### src/rtl/enc8b10b_lanes.sv
// Multi-lane 8b/10b transmit encoder: per-lane running disparity, compliance RD forcing,
// illegal-K flagging and a 1- or 2-cycle encode pipeline.
module enc8b10b_lanes #(
    parameter int LANES       = 4,
    parameter int PIPE_STAGES = 1
) (
    input  logic                 INTERCLK,
    input  logic                 Reset,
    input  logic                 iValid,
    input  logic [8*LANES-1:0]   iData,
    input  logic [LANES-1:0]     TXDATAK,
    input  logic [LANES-1:0]     TXCOMP,
    output logic                 oValid,
    output logic [10*LANES-1:0]  oData,
    output logic [LANES-1:0]     oRD,
    output logic [LANES-1:0]     KERR
);

    // Valid-only handshake: iValid qualifies all lanes on the edge it is sampled; oValid
    // pulses once per accepted symbol set and the sink must take it (no ready/backpressure).

    function automatic logic k_legal(input logic [7:0] b);
        return (b[4:0] == 5'd28) || (b == 8'hF7) || (b == 8'hFB) || (b == 8'hFD) || (b == 8'hFE);
    endfunction

    // Returns {rd_next, abcdei, fghj}. Tables hold the RD- form; the RD+ form is the complement
    // whenever the sub-block is unbalanced or is one of the balanced codes with two spellings.
    function automatic logic [10:0] enc_sym(input logic [7:0] b, input logic k, input logic rd);
        logic [4:0] x;
        logic [2:0] y;
        logic [5:0] s6;
        logic [3:0] s4;
        logic       k28, un6, un4, rdm, a7;
        x   = b[4:0];
        y   = b[7:5];
        k28 = k && (x == 5'd28);
        case (x)
            5'd0:  s6 = 6'b100111;  5'd1:  s6 = 6'b011101;
            5'd2:  s6 = 6'b101101;  5'd3:  s6 = 6'b110001;
            5'd4:  s6 = 6'b110101;  5'd5:  s6 = 6'b101001;
            5'd6:  s6 = 6'b011001;  5'd7:  s6 = 6'b111000;
            5'd8:  s6 = 6'b111001;  5'd9:  s6 = 6'b100101;
            5'd10: s6 = 6'b010101;  5'd11: s6 = 6'b110100;
            5'd12: s6 = 6'b001101;  5'd13: s6 = 6'b101100;
            5'd14: s6 = 6'b011100;  5'd15: s6 = 6'b010111;
            5'd16: s6 = 6'b011011;  5'd17: s6 = 6'b100011;
            5'd18: s6 = 6'b010011;  5'd19: s6 = 6'b110010;
            5'd20: s6 = 6'b001011;  5'd21: s6 = 6'b101010;
            5'd22: s6 = 6'b011010;  5'd23: s6 = 6'b111010;
            5'd24: s6 = 6'b110011;  5'd25: s6 = 6'b100110;
            5'd26: s6 = 6'b010110;  5'd27: s6 = 6'b110110;
            5'd28: s6 = k28 ? 6'b001111 : 6'b001110;
            5'd29: s6 = 6'b101110;  5'd30: s6 = 6'b011110;
            default: s6 = 6'b101011;
        endcase
        un6 = ($countones(s6) != 3);
        if (rd && (un6 || x == 5'd7))
            s6 = ~s6;
        rdm = rd ^ un6;
        // A7 avoids a run of five equal bits across the sub-block boundary; every legal Kx.7 uses it.
        a7 = k || (!rdm && (x == 5'd17 || x == 5'd18 || x == 5'd20))
                || (rdm && (x == 5'd11 || x == 5'd13 || x == 5'd14));
        case (y)
            3'd0:    s4 = 4'b1011;
            3'd1:    s4 = k28 ? 4'b0110 : 4'b1001;
            3'd2:    s4 = k28 ? 4'b1010 : 4'b0101;
            3'd3:    s4 = 4'b1100;
            3'd4:    s4 = 4'b1101;
            3'd5:    s4 = k28 ? 4'b0101 : 4'b1010;
            3'd6:    s4 = k28 ? 4'b1001 : 4'b0110;
            default: s4 = a7 ? 4'b0111 : 4'b1110;
        endcase
        un4 = ($countones(s4) != 2);
        if (rdm && (un4 || y == 3'd3 || k28))
            s4 = ~s4;
        return {rdm ^ un4, s6, s4};
    endfunction

    logic                 s_valid;
    logic [8*LANES-1:0]   s_data;
    logic [LANES-1:0]     s_k;
    logic [LANES-1:0]     s_comp;

    generate
        if (PIPE_STAGES == 2) begin : g_in_reg
            always_ff @(posedge INTERCLK) begin
                if (!Reset) begin
                    s_valid <= 1'b0;
                    s_data  <= '0;
                    s_k     <= '0;
                    s_comp  <= '0;
                end else begin
                    s_valid <= iValid;
                    s_data  <= iData;
                    s_k     <= TXDATAK;
                    s_comp  <= TXCOMP;
                end
            end
        end else begin : g_no_in_reg
            assign s_valid = iValid;
            assign s_data  = iData;
            assign s_k     = TXDATAK;
            assign s_comp  = TXCOMP;
        end
    endgenerate

    logic [10*LANES-1:0] enc_data;
    logic [LANES-1:0]    enc_rd;
    logic [LANES-1:0]    enc_kerr;

    // oRD doubles as each lane's running-disparity state, so feedback is confined to this stage.
    always_comb begin
        enc_data = '0;
        enc_rd   = '0;
        enc_kerr = '0;
        for (int n = 0; n < LANES; n++) begin
            logic [10:0] res;
            logic        legal;
            legal = k_legal(s_data[8*n +: 8]);
            res   = enc_sym(s_data[8*n +: 8], s_k[n] && legal, s_comp[n] ? 1'b0 : oRD[n]);
            enc_data[10*n +: 10] = res[9:0];
            enc_rd[n]            = res[10];
            enc_kerr[n]          = s_k[n] && !legal;
        end
    end

    always_ff @(posedge INTERCLK) begin
        if (!Reset) begin
            oValid <= 1'b0;
            oData  <= '0;
            oRD    <= '0;
            KERR   <= '0;
        end else begin
            oValid <= s_valid;
            if (s_valid) begin
                oData <= enc_data;
                oRD   <= enc_rd;
                KERR  <= enc_kerr;
            end
        end
    end

endmodule

### config.mk
export PLATFORM = sky130hd
export DESIGN_NAME = enc8b10b_lanes
export DESIGN_NICKNAME = d
export VERILOG_FILES = /design/src/rtl/enc8b10b_lanes.sv
export SDC_FILE = /design/constraint.sdc
export NUM_CORES = 1
export LEC_CHECK = 0
export CORE_MARGIN = 2
export CORE_UTILIZATION = 35
export DETAILED_ROUTE_END_ITERATION = 7
export SLEW_MARGIN = 10
export SYNTH_ARGS = -nofsm -noshare
export SYNTH_HDL_FRONTEND = slang
export SYNTH_SLANG_ARGS = --single-unit
### constraint.sdc
create_clock -name INTERCLK -period 11.8 [get_ports INTERCLK]
set_clock_uncertainty 0.15 [all_clocks]
set_input_delay 2.36 -clock INTERCLK [delete_from_list [all_inputs] [get_ports INTERCLK]]
set_output_delay 2.36 -clock INTERCLK [all_outputs]
set_load 0.05 [all_outputs]
==> metrics.md <==
| Metric | Value |
|---|---|
| Dpl ws | `2.10 ns` |
| Worst slew pin tran | `0.876 ns` |
| Status | `completed` |
| Met2 wire len | `5850 um` |
| Sequential fraction of the synthesis area | `0.192` |
| DR top layer | `met4` |
| Initial antenna violation count | `0` |
| CTS Root Cell | `clkbuf_16` |
| Count of max-cap constraint violations | `0` |
| RSZ-0062 raised after global routing | `no` |
| #FFs+latches synth | `49` |
| TritonCTS Buffers | `5` |
| Detailed Routing Iterations Pass 1 | `5` |
| Vias in the first global route | `4,236` |
| VDD IR max | `0.0000563 V` |
| Critical path startpoint category | `input pin` |
| Synth Area in Adders | `0.110` |
| # setup viols final | `0` |
| Routability cong. | `0.855` |
| Core ar. | `14,400 sq um` |
| CTS clock-pin slew for the worst setup and hold paths | `0.07 ns` |
| DR WL/cell | `14.6 um` |
| Distinct cells, synth | `69` |
| DRT iter0 DRCs | `371` |
| WL final | `12,700 um` |
| Fin crit share | `0.802` |
| Post-CTS sizing | `0` |
| DRT antenna net count | `0` |
| Post-CTS setup buffers | `0` |
| Proportion of synthesized area in mux cells | `0.0597` |
| Cts hold-fix bufs | `0` |
| Die Area | `15,500 sq um` |
| Worst path arrival time | `9.46 ns` |
| Vias | `4,692` |
| Post-Synth Simple-Gate Area | `0.238` |
| Top Ports | `92` |
| Pwr Density | `139 nW/um^2` |
| Largest family of logic cells by synthesized area | `simple AND/OR/NAND/NOR gates` |
| Ys async rst share | `0` |
| Initial Util | `0.355` |
| DIE HEIGHT | `125 um` |
| Largest net degree at the start of global routing | `79` |
| Number of flops mapped to enable cells by yosys | `0` |
| Syn Inst Count | `649` |
| Total negative slack | `0 ns` |
| Clock Path Buffers | `2` |
| TritonCTS clock tree | `done` |
| Final Hold Violating Endpoints | `0` |
| Complex-gate fraction of the synthesized area | `0.220` |
| Synth Flop Type | `dfxtp_1` |
| Routed length on met1 | `6070 um` |
| Final #Nets | `754` |
| HP Class | `flip-flop to flip-flop` |
| Gr ovfl total | `0` |
| Aggregate global-route resource usage | `0.159` |
| Dpl hpwl | `9200 um` |
| First-pass GRT wire length | `21,200 um` |
| Leak Pwr | `0.00224 uW` |
| Synth Net Count | `720` |
| Fmax | `106 MHz` |
| Layout cells sized above 1 | `0.0424` |
| Commonest non-fill, non-tap cell in the layout | `clkdlybuf4s50_1` |
| Syn Area/Cell | `7.85 sq um` |
| Antenna diodes | `0` |
| CP Data Required Time | `11.81 ns` |
| DRC | `0` |
| CTS Sinks | `49` |
| Met3 WL post-DR | `620 um` |
| Die W | `125 um` |
| Critical path class | `input pin to flip-flop` |
| Tmin final | `9.46 ns` |
| Row count | `44` |
| Max FO, Critical Path | `23` |
| Rel. slew slack | `0.416` |
| H-tree levels | `2` |
| Syn Std Cell Area | `5100 sq um` |
| Most frequent cells in the layout | `clkdlybuf4s50_1, nor2_1, dfxtp_1, nand2_1, xnor2_1` |
| IO buf count | `91` |
| Worst setup margin | `2.34 ns` |
| WHS | `0.317 ns` |
| Clk_lat worst skew | `0.29 ns` |
| Setup crit end kind | `flip-flop` |
| Layout overhead on the synthesized area | `18.9%` |
| Synth Area in XOR/XNOR | `0.0992` |
| Final Slew Violations | `0` |
| Via-per-instance ratio | `5.41` |
| Syn. warnings | `0` |
-- worst max-delay path, stage by stage --
cell             delay (ns)
clkdlybuf4s50_1        0.95
a21oi_1                0.15
o31ai_1                0.62
fa_1                   0.53
fa_1                   0.52
inv_1                  0.05
ha_1                   0.18
inv_1                  0.06
fa_1                   0.40
nand3b_1               0.20
xnor2_1                0.44
mux2i_1                0.25
a41oi_1                0.25
nor2b_1                0.22
inv_1                  0.08
fa_1                   0.49
ha_1                   0.20
ha_1                   0.26
nor3b_1                0.33
o21ai_0                0.15
o21ai_1                0.42
xnor2_1                0.13
mux2i_1                0.15
nor2_1                 0.05
-- metrics by stage --
| stage | instance area, sq um | utilization | instances | total power (uW) |
|---|---|---|---|---|
| 3_3_place_gp | 5910 | 0.412 | 860 | 694 |
| 5_1_grt | 6060 | 0.422 | 868 | 907 |
| 2_1_floorplan | 5100 | - | 649 | 577 |
| 4_1_cts | 6060 | 0.422 | 868 | 853 |
| 6_report | 6060 | 0.422 | 868 | 842 |
| 3_5_place_dp | 5910 | 0.412 | 860 | 705 |
-- cells in the mapped netlist (8+ instances only) --
| library cell | number | area share |
|---|---|---|
| o21ai_0 | 32 | 0.031 |
| or3_1 | 8 | 0.0098 |
| inv_1 | 21 | 0.015 |
| o22ai_1 | 9 | 0.011 |
| ha_1 | 12 | 0.029 |
| dfxtp_1 | 49 | 0.19 |
| clkbuf_1 | 20 | 0.015 |
| xnor2_1 | 34 | 0.058 |
| a221o_1 | 8 | 0.016 |
| mux2i_1 | 27 | 0.053 |
| nor3_1 | 15 | 0.015 |
| nor3b_1 | 8 | 0.012 |
| xor2_1 | 20 | 0.034 |
| nand2b_1 | 13 | 0.016 |
| buf_2 | 33 | 0.032 |
| nand3_1 | 20 | 0.020 |
| and3_1 | 11 | 0.014 |
| nand3b_1 | 11 | 0.016 |
| nor2_1 | 70 | 0.052 |
| a21oi_1 | 33 | 0.032 |
| nand2_1 | 35 | 0.026 |
| a211oi_1 | 23 | 0.034 |
| fa_1 | 16 | 0.063 |
-- routing by layer --
metal / GRT usage / up-vias
met5: 0 / -
met4: 0.0377 / 0
met3: 0.0232 / 9
met2: 0.252 / 103
met1: 0.229 / 2193
li1: - / 2387
-- flip-flops by register name, indices dropped and copies added, names as in the netlist --
signal  cells
oData      40
oRD         4
KERR        4
oValid      1
-- where the power goes --
group | leakage (uW) | switching [uW] | internal, uW
Sequential | 0.000406 | 17.9 | 196
Clock | 0.0000631 | 64.1 | 78.7
Combinational | 0.00177 | 295 | 190
Total | 0.00224 | 377 | 465
-- cells by family after synthesis --
kind of cell / Yosys count
AND/OR/NAND/NOR: 228
XOR/XNOR: 56
AO/OA/AOI/OAI: 162
adder cells (fa/ha/maj): 37
multiplexers: 30
flip-flops: 49
buffers and inverters: 87
-- worst paths after layout --
check / startpoint / to / slack, ns / cells after the start
worst max-delay path: iData[19] / oData[22] / 2.34 / 24
worst min-delay path: KERR[2] / KERR[2] / 0.32 / 2
worst max register to register: oRD[2] / oData[22] / 7.62 / 15
worst min register to register: KERR[2] / KERR[2] / 0.32 / 2
-- layout make-up --
cell class,instances,area [sq um]
fill,1456,8310
timing repair buffer,92,913
clock inverter,2,15.0
multi-input combinational,513,3710
clock buffer,6,129
tap,184,230
inverter,22,82.6
sequential,49,981
Power figures use the tool's default switching activity.
